**src/rtl/alu_hilo_sequencer_pkg.sv**
```systemverilog
// Shared types for the HI/LO sequencer.
// Provides:
//   - the control bundle (clock + synchronous active-high reset) and its accessors;
//   - the ALU function codes;
//   - the long-op and HI/LO-user classifiers;
//   - the sequencer FSM state type.
package alu_hilo_sequencer_pkg;

   typedef struct packed {
      logic clk;
      logic rst;
   } Data_Control_T;

   function automatic logic Data_Control_Clock(input Data_Control_T c);
      return c.clk;
   endfunction

   function automatic logic Data_Control_Reset(input Data_Control_T c);
      return c.rst;
   endfunction

   // Code 4'hF is left unassigned; any such code classifies as non-HI/LO.
   typedef enum logic [3:0] {
      ALU_NONE = 4'h0,
      ALU_ADD  = 4'h1,
      ALU_NOR  = 4'h2,
      ALU_SLL  = 4'h3,
      ALU_SRA  = 4'h4,
      ALU_SRL  = 4'h5,
      ALU_XOR  = 4'h6,
      ALU_MULU = 4'h7,
      ALU_MUL  = 4'h8,
      ALU_DIVU = 4'h9,
      ALU_DIV  = 4'hA,
      ALU_MFHI = 4'hB,
      ALU_MFLO = 4'hC,
      ALU_MTHI = 4'hD,
      ALU_MTLO = 4'hE
   } Alu_Func_T;

   function automatic logic alu_is_long_op(input Alu_Func_T f);
      case (f)
         ALU_MULU, ALU_MUL, ALU_DIVU, ALU_DIV: return 1'b1;
         default:                              return 1'b0;
      endcase
   endfunction

   function automatic logic alu_is_hilo_user(input Alu_Func_T f);
      case (f)
         ALU_MFHI, ALU_MFLO, ALU_MTHI, ALU_MTLO: return 1'b1;
         default:                               return alu_is_long_op(f);
      endcase
   endfunction

   typedef enum logic {
      ST_IDLE = 1'b0,
      ST_RUN  = 1'b1
   } state_e;

endpackage

```
**src/rtl/alu_hilo_timer.sv**
```systemverilog
// Loadable down-counter for the HI/LO sequencer.
// Ports:
//   clk_i   - clock
//   rst_i   - synchronous active-high reset; clears the count
//   load_i  - load DELAY; takes priority over dec_i
//   dec_i   - decrement by one; saturates at zero
//   count_o - current count
//   zero_o  - count is zero
module alu_hilo_timer
   import alu_hilo_sequencer_pkg::*;
#(
   parameter int unsigned CNT_W = 4,
   parameter int unsigned DELAY = 2
) (
   input  logic             clk_i,
   input  logic             rst_i,
   input  logic             load_i,
   input  logic             dec_i,
   output logic [CNT_W-1:0] count_o,
   output logic             zero_o
);

   logic [CNT_W-1:0] count_q;
   logic [CNT_W-1:0] count_d;

   always_comb begin
      count_d = count_q;
      if (load_i) begin
         count_d = CNT_W'(DELAY);
      end else if (dec_i && (count_q != '0)) begin
         count_d = count_q - CNT_W'(1);
      end
   end

   always_ff @(posedge clk_i) begin
      if (rst_i) begin
         count_q <= '0;
      end else begin
         count_q <= count_d;
      end
   end

   assign count_o = count_q;
   assign zero_o  = (count_q == '0);

endmodule

```
**src/rtl/alu_hilo_sequencer.sv**
```systemverilog
// Issue-side sequencer for the multi-cycle HI/LO unit.
//
// Launches long ops, counts their latency and stalls HI/LO users while an
// operation is in flight. It contains no datapath: the HI/LO unit is driven
// only through the start and abort pulses.
//
// Ports:
//   ctrl        - control bundle (clock, synchronous active-high reset)
//   issue_valid - instruction presented this cycle
//   func        - ALU function of the presented instruction
//   flush       - pipeline flush; aborts any in-flight operation
//   start       - launch pulse to the HI/LO unit
//   abort       - cancel pulse to the HI/LO unit
//   stall       - hold the issuing stage
//   busy        - operation in flight
//   done        - last cycle of the in-flight operation
//   remaining   - cycles left including the current one; 0 when idle
module alu_hilo_sequencer
   import alu_hilo_sequencer_pkg::*;
#(
   parameter int unsigned DELAY = 2,
   parameter int unsigned CNT_W = 4
) (
   input  Data_Control_T    ctrl,
   input  logic             issue_valid,
   input  Alu_Func_T        func,
   input  logic             flush,
   output logic             start,
   output logic             abort,
   output logic             stall,
   output logic             busy,
   output logic             done,
   output logic [CNT_W-1:0] remaining
);

   logic             clk;
   logic             rst;
   state_e           state_q;
   state_e           state_d;
   logic             load;
   logic             dec;
   logic [CNT_W-1:0] count;
   logic             zero;
   logic             last;

   assign clk  = Data_Control_Clock(ctrl);
   assign rst  = Data_Control_Reset(ctrl);
   assign last = (count == CNT_W'(1));

   alu_hilo_timer #(
      .CNT_W (CNT_W),
      .DELAY (DELAY)
   ) u_timer (
      .clk_i   (clk),
      .rst_i   (rst),
      .load_i  (load),
      .dec_i   (dec),
      .count_o (count),
      .zero_o  (zero)
   );

   always_comb begin
      state_d   = state_q;
      start     = 1'b0;
      abort     = 1'b0;
      stall     = 1'b0;
      busy      = 1'b0;
      done      = 1'b0;
      remaining = '0;
      load      = 1'b0;
      dec       = 1'b0;
      case (state_q)
         ST_IDLE: begin
            if (issue_valid && alu_is_long_op(func) && !flush && !rst) begin
               start   = 1'b1;
               load    = 1'b1;
               state_d = ST_RUN;
            end
         end
         ST_RUN: begin
            busy      = 1'b1;
            remaining = count;
            dec       = 1'b1;
            stall     = issue_valid && alu_is_hilo_user(func) && !rst;
            if (flush && !rst) begin
               abort   = 1'b1;
               state_d = ST_IDLE;
            end else begin
               done = last;
               // zero only guards against a stray RUN with an empty counter
               if (last || zero) begin
                  state_d = ST_IDLE;
               end
            end
         end
         default: state_d = ST_IDLE;
      endcase
   end

   always_ff @(posedge clk) begin
      if (rst) begin
         state_q <= ST_IDLE;
      end else begin
         state_q <= state_d;
      end
   end

endmodule
```
**config.mk**
```make
export PLATFORM = sky130hd
export DESIGN_NAME = alu_hilo_sequencer
export DESIGN_NICKNAME = d
export VERILOG_FILES = /design/src/rtl/alu_hilo_sequencer_pkg.sv /design/src/rtl/alu_hilo_timer.sv /design/src/rtl/alu_hilo_sequencer.sv
export SDC_FILE = /design/constraint.sdc
export NUM_CORES = 1
export LEC_CHECK = 0
export CORE_AREA = 2 2 39 41
export CTS_CLUSTER_DIAMETER = 40
export DETAILED_ROUTE_END_ITERATION = 7
export DIE_AREA = 0 0 41 43
export HOLD_SLACK_MARGIN = 0.1
export PLACE_DENSITY = 0.65
export SLEW_MARGIN = 25
export SYNTH_ARGS = -nofsm -noshare
export SYNTH_HDL_FRONTEND = slang
export SYNTH_SLANG_ARGS = --single-unit
```
**constraint.sdc**
```tcl
create_clock -name ctrl -period 3.3 [get_ports ctrl]
set_input_delay 0.66 -clock ctrl [delete_from_list [all_inputs] [get_ports ctrl]]
set_output_delay 0.66 -clock ctrl [all_outputs]
set_load 0.01 [all_outputs]
```
==> impl_metrics.env <==
export IMPL_status="complete, no violations"
export IMPL_reg2reg_slack_ns=1.82
export IMPL_crit_fanout=2
export IMPL_drt_pass1_iterations=4
export IMPL_startpoint="ctrl[0]"
export IMPL_reg2reg_from="u_timer.count_o[0]$_SDFFE_PP0P_"
export IMPL_multi_input_area_sq_um=259.0
export IMPL_final_setup_viol_count=0
export IMPL_synth_seq_cells=5
export IMPL_ys_seq_area_frac=0.2676
export IMPL_io_pins=17
export IMPL_setup_tns_ns=0
export IMPL_critPathLaunchType="clock port"
export IMPL_clock_latency_ns=0.24
export IMPL_core_sq_um=1384
export IMPL_ys_types=25
export IMPL_wl_met2_um=484
export IMPL_critPathKind="clock port to primary output"
export IMPL_die_h_um=43
export IMPL_endpoint="done"
export IMPL_syn2layout_area_growth_pct=75.59
export IMPL_dr_max_layer_used="met4"
export IMPL_cp_arrival_ns=2.61
export IMPL_worst_slew_pin_slew_ns=0.3771
export IMPL_hold_buffers=0
export IMPL_hold_depth=3
export IMPL_drv_slew=0
export IMPL_yosys_warnings=0
export IMPL_path_clk_slew_ns=0.04
export IMPL_io_buffer_count=15
export IMPL_drive_gt1_frac=0.2278
export IMPL_rr_worst_depth=5
export IMPL_wl_per_cell_um=11.22
export IMPL_route_detailed_drc=0
export IMPL_grt_overflow=0
export IMPL_relSlewSlack=0.7483
export IMPL_dpl_hpwl_um=639.9
export IMPL_grt_pass1_wl_um=1828
export IMPL_wl_met3_um=139
export IMPL_antenna_found_initial=0
export IMPL_place_congestion=0.6717
export IMPL_viasPerCell=4.926
export IMPL_required_ns=2.64
export IMPL_cts_resized=3
export IMPL_syn_inst=46
export IMPL_worstSetupEndpointType="primary output"
export IMPL_avgSynthCellArea_sq_um=8.133
export IMPL_mostFrequentLayoutCells="clkbuf_4, clkdlybuf4s50_1, inv_1, dfxtp_1"
export IMPL_grt_pass1_vias=540
export IMPL_netlist_area_sq_um=374.1
export IMPL_die_w_um=41
export IMPL_p_per_area_nw_per_um2=663.8
export IMPL_ant_nets=0
export IMPL_layout_nets=87
export IMPL_fillers=150
export IMPL_design_area_sq_um=656.9
export IMPL_hp_class="clock port to flop"
export IMPL_layout_commonest_cell="clkbuf_4"
export IMPL_ir_drop_mv=0.2070
export IMPL_place_area_sq_um=540.5
export IMPL_finClkSkew_ns=0.0001548
export IMPL_postRouteWirelength_um=1066
export IMPL_start_util=0.2703
export IMPL_ff_latch_area_sq_um=100.1
export IMPL_antenna_diode_count=0
export IMPL_postCtsSetupRepairBufs=0
export IMPL_cts_tree="done"
export IMPL_die_area_sq_um=1763
export IMPL_leakagePower_uw=0.0002814
export IMPL_cap_violations=0
export IMPL_vias=468
export IMPL_wl_met1_um=420
export IMPL_grt_max_degree=15
export IMPL_finalHoldViolations=0
export IMPL_grt_setup_unrepaired="false"
export IMPL_rr_endpoint="u_timer.count_o[1]$_SDFFE_PP0P_"
export IMPL_fin_util=0.4747
export IMPL_rows=14
export IMPL_drt_iter0_markers=9
export IMPL_grtUsageTotal=0.1946
export IMPL_syn_nets=56
-- logic make-up (layout without fill, tap and decap cells) --
family                   after synthesis  in the layout  synth area share
AND/OR/NAND/NOR                       23             23            0.3779
buffers and inverters                  4             37           0.04012
multiplexers                           1              1           0.04012
adder cells (fa/ha/maj)                2              2           0.06688
XOR/XNOR                               2              2           0.04683
AO/OA/AOI/OAI                          9              9            0.1605
flip-flops                             5              5            0.2676
-- metal layers --
layer / up-vias / global-route usage
li1: 227 / -
met1: 209 / 0.1250
met2: 28 / 0.1500
met3: 4 / 0.2827
met4: 0 / 0.3533
met5: - / 0
-- critical path, stage by stage --
cell             delay (ns)
clkbuf_4               0.11
clkbuf_4               0.13
clkbuf_4               0.13
inv_1                  0.04
a21oi_1                0.06
clkdlybuf4s50_1        0.48
-- worst min path at each step --
stage | startpoint | end
after floorplan | ctrl[0] | u_timer.count_o[1]$_SDFFE_PP0P_
after global placement | ctrl[0] | u_timer.count_o[1]$_SDFFE_PP0P_
after detailed placement | ctrl[0] | u_timer.count_o[1]$_SDFFE_PP0P_
after CTS | ctrl[0] | state_q$_SDFF_PP0_
after global routing | ctrl[0] | u_timer.count_o[1]$_SDFFE_PP0P_
final | ctrl[0] | state_q$_SDFF_PP0_
-- registers in the layout, indices dropped and copies added (netlist names) --
name	flops
u_timer.count_o	4
state_q	1
-- area by class of cell --
type,count,share of cell area
clock buffers,20,0.2210
clock inverters,4,0.02286
inverters,2,0.01143
repair buffers,11,0.1676
well taps,16,0.03048
multi-input cells,37,0.3943
flip-flops and latches,5,0.1524
-- power by group --
part           leakage [uW]  internal, uW  switching [uW]  total, uW
Clock              0.000136           209             114        323
Sequential        0.0000404          65.6            5.72       71.3
Combinational      0.000105          22.7            19.0       41.6
Total              0.000281           298             138        436
-- synthesized netlist by cell type --
cell type,n,share of area
inv_1,3,0.030
nand2_1,4,0.040
a21boi_0,1,0.020
o21ai_0,1,0.013
ha_1,2,0.067
a21oi_1,3,0.040
and4_1,1,0.023
and3_1,1,0.017
mux2_4,1,0.040
dfxtp_1,5,0.27
nor3_2,1,0.027
and2_1,4,0.067
o2bb2ai_1,1,0.023
clkbuf_1,1,0.010
a21bo_2,1,0.027
nor3_1,1,0.013
nor2_1,2,0.020
a211oi_1,1,0.020
nor2b_1,2,0.033
a31oi_1,1,0.017
nand3_1,3,0.040
nand3b_1,2,0.040
xnor2_1,2,0.047
and2_2,1,0.020
or4b_4,1,0.037
-- through the flow --
stage	hold slack (ns)	power (uW)	setup WS, ns	std cells
2_1_floorplan	0.06907	123.9	0.7000	46
3_3_place_gp	0.06907	142.4	0.2473	76
3_5_place_dp	0.06907	143.0	0.2474	76
4_1_cts	0.08449	451.4	0.01485	95
5_1_grt	0.1038	476.1	0.001022	95
6_report	0.08981	436.0	0.02851	95
No activity file was read; power rests on OpenSTA's default activity.
